==> src/rtl/ps2_pkg.sv <==
// Shared definitions for the PS/2 host transmitter: state encoding,
// frame geometry, common keyboard commands and frame-building helpers.
package ps2_pkg;

    // State encoding for the host-to-device transmit sequence.
    localparam logic [2:0] ST_IDLE      = 3'd0;
    localparam logic [2:0] ST_INHIBIT   = 3'd1;
    localparam logic [2:0] ST_REQ       = 3'd2;
    localparam logic [2:0] ST_START     = 3'd3;
    localparam logic [2:0] ST_DATA      = 3'd4;
    localparam logic [2:0] ST_ACK       = 3'd5;
    localparam logic [2:0] ST_WAIT_IDLE = 3'd6;

    typedef enum logic [2:0] {
        S_IDLE      = ST_IDLE,
        S_INHIBIT   = ST_INHIBIT,
        S_REQ       = ST_REQ,
        S_START     = ST_START,
        S_DATA      = ST_DATA,
        S_ACK       = ST_ACK,
        S_WAIT_IDLE = ST_WAIT_IDLE
    } ps2_state_t;

    // Data bits 0..7, parity, stop.
    localparam int         PS2_FRAME_BITS = 10;
    localparam logic [3:0] PS2_LAST_BIT   = 4'd9;

    // Common keyboard commands.
    localparam logic [7:0] PS2_CMD_RESET    = 8'hFF;
    localparam logic [7:0] PS2_CMD_SET_LEDS = 8'hED;

    // Odd parity: the returned bit makes the total count of ones odd.
    function automatic logic odd_parity(input logic [7:0] d);
        return ~^d;
    endfunction

    // Serial order is LSB first: data[0] at index 0, stop bit at the top.
    function automatic logic [PS2_FRAME_BITS-1:0] build_frame(input logic [7:0] d);
        return {1'b1, odd_parity(d), d};
    endfunction

endpackage

==> src/rtl/ps2_line_filter.sv <==
// Brings one asynchronous PS/2 pin into the clock domain (2-FF synchronizer),
// debounces it so the level only changes after FILTER_LEN consecutive equal
// samples, and optionally reports high-to-low transitions of the filtered
// level as a one-cycle pulse.
module ps2_line_filter
    import ps2_pkg::*;
#(
    parameter int FILTER_LEN = 4,
    parameter bit EN_FALL    = 1'b1
) (
    input  logic clk,
    input  logic res,
    input  logic pin,
    output logic level,
    output logic fall
);

    localparam int               CNT_W    = $clog2(FILTER_LEN + 1);
    localparam logic [CNT_W-1:0] CNT_LAST = CNT_W'(FILTER_LEN - 1);

    logic [1:0]       sync_r;
    logic             level_r;
    logic             fall_r;
    logic [CNT_W-1:0] cnt_r;

    // Synchronize the pin and let the filtered level follow only a stable run
    // of FILTER_LEN differing samples; idle bus level is high.
    always_ff @(posedge clk) begin
        if (res) begin
            sync_r  <= 2'b11;
            level_r <= 1'b1;
            cnt_r   <= {CNT_W{1'b0}};
            fall_r  <= 1'b0;
        end else begin
            sync_r <= {sync_r[0], pin};
            if (sync_r[1] == level_r) begin
                cnt_r  <= {CNT_W{1'b0}};
                fall_r <= 1'b0;
            end else if (cnt_r == CNT_LAST) begin
                level_r <= sync_r[1];
                cnt_r   <= {CNT_W{1'b0}};
                fall_r  <= EN_FALL & level_r;
            end else begin
                cnt_r  <= cnt_r + CNT_W'(1);
                fall_r <= 1'b0;
            end
        end
    end

    assign level = level_r;
    assign fall  = fall_r;

endmodule

==> src/rtl/ps2_tx.sv <==
// Host-to-device PS/2 transmitter. Inhibits the bus, issues a request to
// send, shifts out start/data/parity/stop on device clock falls, checks the
// device ACK and gives up with an error if the device stops clocking.
// Both PS/2 lines are driven as open-drain pull-downs.
module ps2_tx
    import ps2_pkg::*;
#(
    parameter int INHIBIT_CYCLES = 2600,
    parameter int TIMEOUT_CYCLES = 400000,
    parameter int FILTER_LEN     = 4
) (
    input  logic       clk,
    input  logic       res,
    input  logic [7:0] tx_data,
    input  logic       tx_valid,
    output logic       tx_ready,
    output logic       busy,
    output logic       done,
    output logic       error,
    input  logic       ps2_clk_in,
    input  logic       ps2_data_in,
    output logic       ps2_clk_drive_low,
    output logic       ps2_data_drive_low
);

    localparam int              INH_W    = $clog2(INHIBIT_CYCLES + 1);
    localparam int              TO_W     = $clog2(TIMEOUT_CYCLES + 1);
    localparam logic [INH_W-1:0] INH_LAST = INH_W'(INHIBIT_CYCLES - 1);
    localparam logic [TO_W-1:0]  TO_LAST  = TO_W'(TIMEOUT_CYCLES - 1);

    // Filtered line levels and the device clock fall event.
    logic clk_level_s;
    logic clk_fall_s;
    logic data_level_s;
    logic data_fall_unused;

    // Registered state and outputs, with their next-state values.
    ps2_state_t                state_r, state_s;
    logic [PS2_FRAME_BITS-1:0] frame_r, frame_s;
    logic [3:0]                bit_cnt_r, bit_cnt_s;
    logic [INH_W-1:0]          inh_cnt_r, inh_cnt_s;
    logic [TO_W-1:0]           to_cnt_r, to_cnt_s;
    logic                      tx_ready_r, tx_ready_s;
    logic                      busy_r, busy_s;
    logic                      done_r, done_s;
    logic                      error_r, error_s;
    logic                      clk_drv_r, clk_drv_s;
    logic                      data_drv_r, data_drv_s;
    logic                      to_active_s;
    logic                      to_hit_s;

    ps2_line_filter #(
        .FILTER_LEN (FILTER_LEN),
        .EN_FALL    (1'b1)
    ) u_clk_filter (
        .clk   (clk),
        .res   (res),
        .pin   (ps2_clk_in),
        .level (clk_level_s),
        .fall  (clk_fall_s)
    );

    ps2_line_filter #(
        .FILTER_LEN (FILTER_LEN),
        .EN_FALL    (1'b0)
    ) u_data_filter (
        .clk   (clk),
        .res   (res),
        .pin   (ps2_data_in),
        .level (data_level_s),
        .fall  (data_fall_unused)
    );

    // Timeout watch: only armed while waiting on the device; a fall in the
    // same cycle restarts the window instead of expiring it.
    always_comb begin
        to_active_s = (state_r == S_START) || (state_r == S_DATA) ||
                      (state_r == S_ACK)   || (state_r == S_WAIT_IDLE);
        if (to_active_s && !clk_fall_s && (to_cnt_r == TO_LAST)) begin
            to_hit_s = 1'b1;
        end else begin
            to_hit_s = 1'b0;
        end
    end

    // Next-state and next-output logic of the transmit sequence.
    always_comb begin
        state_s    = state_r;
        frame_s    = frame_r;
        bit_cnt_s  = bit_cnt_r;
        inh_cnt_s  = inh_cnt_r;
        clk_drv_s  = clk_drv_r;
        data_drv_s = data_drv_r;
        done_s     = 1'b0;
        error_s    = 1'b0;

        case (state_r)
            S_IDLE: begin
                clk_drv_s  = 1'b0;
                data_drv_s = 1'b0;
                if (tx_valid && tx_ready_r) begin
                    frame_s   = build_frame(tx_data);
                    inh_cnt_s = {INH_W{1'b0}};
                    bit_cnt_s = 4'd0;
                    clk_drv_s = 1'b1;
                    state_s   = S_INHIBIT;
                end else begin
                    state_s = S_IDLE;
                end
            end

            // Hold the clock low long enough for the device to abort any
            // transmission of its own; device activity is ignored here.
            S_INHIBIT: begin
                clk_drv_s = 1'b1;
                if (inh_cnt_r == INH_LAST) begin
                    data_drv_s = 1'b1;
                    state_s    = S_REQ;
                end else begin
                    inh_cnt_s = inh_cnt_r + INH_W'(1);
                end
            end

            // One cycle with both lines low, then release clock with data
            // still low: that is the request-to-send / start bit.
            S_REQ: begin
                clk_drv_s  = 1'b0;
                data_drv_s = 1'b1;
                state_s    = S_START;
            end

            S_START: begin
                if (to_hit_s) begin
                    clk_drv_s  = 1'b0;
                    data_drv_s = 1'b0;
                    error_s    = 1'b1;
                    state_s    = S_IDLE;
                end else if (clk_fall_s) begin
                    data_drv_s = ~frame_r[0];
                    bit_cnt_s  = 4'd1;
                    state_s    = S_DATA;
                end else begin
                    state_s = S_START;
                end
            end

            // Each device fall presents the next frame bit; the fall that
            // presents the stop bit (released line) ends the data phase.
            S_DATA: begin
                if (to_hit_s) begin
                    clk_drv_s  = 1'b0;
                    data_drv_s = 1'b0;
                    error_s    = 1'b1;
                    state_s    = S_IDLE;
                end else if (clk_fall_s) begin
                    data_drv_s = ~frame_r[bit_cnt_r];
                    if (bit_cnt_r == PS2_LAST_BIT) begin
                        bit_cnt_s = 4'd0;
                        state_s   = S_ACK;
                    end else begin
                        bit_cnt_s = bit_cnt_r + 4'd1;
                    end
                end else begin
                    state_s = S_DATA;
                end
            end

            // The device pulls data low during its next clock low as ACK.
            S_ACK: begin
                data_drv_s = 1'b0;
                if (to_hit_s) begin
                    clk_drv_s = 1'b0;
                    error_s   = 1'b1;
                    state_s   = S_IDLE;
                end else if (clk_fall_s) begin
                    if (data_level_s) begin
                        error_s = 1'b1;
                        state_s = S_IDLE;
                    end else begin
                        state_s = S_WAIT_IDLE;
                    end
                end else begin
                    state_s = S_ACK;
                end
            end

            // Completion is reported only once the device has let go of both
            // lines, so the next frame never collides with the ACK tail.
            S_WAIT_IDLE: begin
                if (to_hit_s) begin
                    clk_drv_s  = 1'b0;
                    data_drv_s = 1'b0;
                    error_s    = 1'b1;
                    state_s    = S_IDLE;
                end else if (clk_level_s && data_level_s) begin
                    done_s  = 1'b1;
                    state_s = S_IDLE;
                end else begin
                    state_s = S_WAIT_IDLE;
                end
            end

            default: begin
                clk_drv_s  = 1'b0;
                data_drv_s = 1'b0;
                bit_cnt_s  = 4'd0;
                state_s    = S_IDLE;
            end
        endcase

        if ((state_s != state_r) || clk_fall_s || !to_active_s) begin
            to_cnt_s = {TO_W{1'b0}};
        end else begin
            to_cnt_s = to_cnt_r + TO_W'(1);
        end

        // Ready only after a full cycle in IDLE, giving one idle cycle
        // between the done/error pulse and the next accept.
        tx_ready_s = (state_r == S_IDLE) && (state_s == S_IDLE);
        busy_s     = (state_s != S_IDLE);
    end

    // State and output registers; reset releases both lines immediately.
    always_ff @(posedge clk) begin
        if (res) begin
            state_r    <= S_IDLE;
            frame_r    <= {PS2_FRAME_BITS{1'b0}};
            bit_cnt_r  <= 4'd0;
            inh_cnt_r  <= {INH_W{1'b0}};
            to_cnt_r   <= {TO_W{1'b0}};
            tx_ready_r <= 1'b1;
            busy_r     <= 1'b0;
            done_r     <= 1'b0;
            error_r    <= 1'b0;
            clk_drv_r  <= 1'b0;
            data_drv_r <= 1'b0;
        end else begin
            state_r    <= state_s;
            frame_r    <= frame_s;
            bit_cnt_r  <= bit_cnt_s;
            inh_cnt_r  <= inh_cnt_s;
            to_cnt_r   <= to_cnt_s;
            tx_ready_r <= tx_ready_s;
            busy_r     <= busy_s;
            done_r     <= done_s;
            error_r    <= error_s;
            clk_drv_r  <= clk_drv_s;
            data_drv_r <= data_drv_s;
        end
    end

    assign tx_ready           = tx_ready_r;
    assign busy               = busy_r;
    assign done               = done_r;
    assign error              = error_r;
    assign ps2_clk_drive_low  = clk_drv_r;
    assign ps2_data_drive_low = data_drv_r;

endmodule
==> config.mk <==
export PLATFORM = sky130hd
export DESIGN_NAME = ps2_tx
export DESIGN_NICKNAME = d
export VERILOG_FILES = /design/src/rtl/ps2_pkg.sv /design/src/rtl/ps2_line_filter.sv /design/src/rtl/ps2_tx.sv
export SDC_FILE = /design/constraint.sdc
export NUM_CORES = 1
export LEC_CHECK = 0
export BUFFER_PORTS_ARGS = -buffer_cell sky130_fd_sc_hd__buf_2
export CORE_UTILIZATION = 55
export CTS_BUF_LIST = sky130_fd_sc_hd__clkbuf_4
export DETAILED_ROUTE_END_ITERATION = 7
export PLACE_DENSITY_LB_ADDON = 0.3
export SKIP_CTS_REPAIR_TIMING = 1
export SYNTH_ARGS = -nofsm -noshare
export SYNTH_HDL_FRONTEND = slang
export SYNTH_SLANG_ARGS = --single-unit
==> constraint.sdc <==
create_clock -name clk -period 2.5 [get_ports clk]
set_clock_uncertainty 0.2 [all_clocks]
set_input_delay 0.125 -clock clk [delete_from_list [all_inputs] [get_ports clk]]
set_output_delay 0.125 -clock clk [all_outputs]
set_load 0.1 [all_outputs]
==> results.yml <==
logic_synthesis:
  yosysTopAreaCell: "dfxtp_1"
  netlist.area_leader.share: 0.397
  syn_area_mm2: 0.00338
  synth_edf_count: 0
  syn_area_per_cell_um2: 9.13
  yosys-top-cells-count: "67 x dfxtp_1, 54 x nor2_1, 22 x xor2_1"
  ys.flop_type: "dfxtp_1"
  ys_ff_latch: 67
  synth.net_count: 391
  syn_inst: 370
  synthArstFlopShare: 0
  yosys_warnings: 0
  synth_area_leaders: "dfxtp_1 40%, nor2_1 6.0%, xor2_1 5.7%, xnor2_1 4.1%, mux2i_1 3.3%"
  ys_seq_area_frac: 0.397
  yosys.cell_types.count: 64
  yosysMostFrequentCell: "dfxtp_1"
setup_path:
  arrival_ns: 2.34
  crit_required_ns: 2.58
  crit_path_start: "state_r[2]$_SDFF_PP0_"
  path_class: "flip-flop to flip-flop"
  regToRegSetupSlack_ns: 0.24
  r2r_start: "state_r[2]$_SDFF_PP0_"
  crit_path_start_kind: "flip-flop"
  cp-end-kind: "flip-flop"
  cp_slowest_cell: "nor4_2"
  crit_top_cell: "buf_4"
  cp_cell_sequence: "buf_4, nor4_2, buf_4, mux2i_1, nor2_1"
  max_stage_delay_ns: 0.60
  crit_fanout: 16
finish:
  post-route-util: 0.642
  finalNonFillerCells: 485
  num_antenna_cells: 0
  synthToLayoutAreaGrowth_pct: 12.5
  final_nets: 426
  layout-drive-gt1-share: 0.163
global_routing:
  grt_pass1_wl_um: 10900
  grt-ovfl-total: 0
  grt_pass1_vias: 2501
  grt_max_degree: 32
  antenna_found_initial: 0
  gr-usage-all-layers: 0.219
route:
  ant_nets: 0
  wl_per_cell_um: 13.6
  wl_um: 6570
  dr.pass1.iters: 4
  drtIter0Drc: 118
  drc_errors: 0
  route.vias.total: 2683
  vias_per_cell: 5.53
clock_network:
  clockBufferDepth: 2
  cts-htree-levels: 3
  root_buffer: "clkbuf_4"
  cts_num_sinks: 67
  cts_buffers: 9
  clock_latency_ns: 0.41
  tritoncts: "done"
  clkTransAtPathRegs_ns: 0.11
timing:
  tightest_slew_ns: 0.699
  layout_min_cycle_time_ns: 2.26
  clock.fmax_mhz: 443
  tns_ns: 0
  report.final.setup_viol: 0
  hold_viol: 0
  rsz0062_at_grt: "false"
  max_slew_margin: 0.530
  period_share: 0.902
  drv_slew: 0
power:
  power.density_mw_per_mm2: 570
  clkPwrFrac: 0.361
  switching_share: 0.254
  power.switching_mw: 0.551
  p_int_mw: 1.61
  sequentialPowerShare: 0.519
  power.leakage_nw: 1.42
  combinationalPowerShare: 0.120
  ir_drop_v: 0.000343
min_path:
  min_from: "tx_valid"
  hold_class: "input port to flip-flop"
place:
  port_buffers: 18
  dp_hpwl_um: 4640
  gp_routability_congestion: 0.829
  placed_cells: 458
flow_run:
  maxCapViolCount: 0
floorplanning:
  die_h_um: 80.4
  ioPinCount: 19
  die_w_um: 80.4
  core.rowCount: 28
  dieArea_mm2: 0.00646
  initial_core_util: 0.571
  coreArea_mm2: 0.00592
status:
  outcome: "finished, final reports clean"
## routing by layer
metal / track usage / vias up / part of all wire
met3: 0.0432 / 13 / 0.032
met4: 0.104 / 0 / 0.017
met2: 0.354 / 48 / 0.47
met5: 0 / - / 0
li1: - / 1384 / -
met1: 0.277 / 1238 / 0.48
## cells by family (layout without fill, tap and decap cells)
kind of cell	count (synthesis)	in the layout	share of synthesized area
AO/OA/AOI/OAI	48	48	0.102
multiplexers	15	15	0.0526
flip-flops	67	67	0.397
AND/OR/NAND/NOR	167	167	0.276
XOR/XNOR	38	38	0.0985
buffers and inverters	27	67	0.0444
adder cells (fa/ha/maj)	8	8	0.0296
## critical path: cells and delay by family (launching register included)
| kind | cells | cell delay, ns |
|---|---|---|
| mux | 1 | 0.25 |
| simple gates | 2 | 0.66 |
| buf+inv | 2 | 0.54 |
| flops | 1 | 0.48 |
## layout make-up
cell class / instances / area (um2)
fill: 515 / 2120
tap: 75 / 93.8
inverter: 11 / 41.3
multi-input combinational: 276 / 1890
clock buffer: 10 / 75.1
clock inverter: 6 / 80.1
sequential: 67 / 1340
timing repair buffer: 40 / 283
## through the flow
step	hold WS, ns	setup slack, ns	total power [mW]	cell area (um2)
floorplan	0.0288	0.179	1.33	3380
global placement	0.108	0.380	1.39	3540
detailed placement	0.114	0.302	1.39	3540
CTS	-0.325	0.292	2.17	3690
global route	0.137	0.0483	2.25	3800
finish	0.0505	0.245	2.17	3800
## power groups by stage
stage          logic, mW  clock network, mW  registers, mW
3_5_place_dp       0.246                  0           1.15
3_3_place_gp       0.240                  0           1.15
5_1_grt            0.281              0.845           1.13
6_report           0.259              0.783           1.12
4_1_cts            0.247              0.800           1.12
2_1_floorplan      0.147                  0           1.19
## final timing paths
kind,to,cells past startpoint
setup / recovery,frame_r[5]$_SDFFE_PP0P_,5
hold / removal,state_r[0]$_SDFF_PP0_,5
setup reg to reg,frame_r[5]$_SDFFE_PP0P_,5
hold reg to reg,u_data_filter.sync_r[1]$_SDFF_PP1_,1
## flip-flops by register name, summed over array words and instances (netlist names)
| name | cells |
|---|---|
| inh_cnt_r | 12 |
| state_r | 3 |
| tx_ready | 1 |
| u_clk_filter.sync_r | 2 |
| bit_cnt_r | 4 |
| ps2_data_drive_low | 1 |
| busy | 1 |
| done | 1 |
| u_data_filter.sync_r | 2 |
| error | 1 |
| frame_r | 10 |
| to_cnt_r | 19 |
| u_clk_filter.fall | 1 |
| u_data_filter.level | 1 |
| u_clk_filter.cnt_r | 3 |
| u_clk_filter.level | 1 |
| u_data_filter.cnt_r | 3 |
| ps2_clk_drive_low | 1 |
## cell usage in the layout, fill, tap and decap left out, drive strengths merged, types with 10 or more instances in the layout
| cell | count |
|---|---|
| nor2 | 54 |
| a21oi | 14 |
| dlygate4sd3 | 11 |
| buf | 29 |
| clkbuf | 10 |
| xnor2 | 16 |
| nor3 | 15 |
| and3 | 11 |
| nand4 | 12 |
| mux2i | 11 |
| inv | 11 |
| nand3 | 16 |
| nand2 | 19 |
| xor2 | 22 |
| dfxtp | 67 |
No activity file was read; power rests on OpenSTA's default activity.
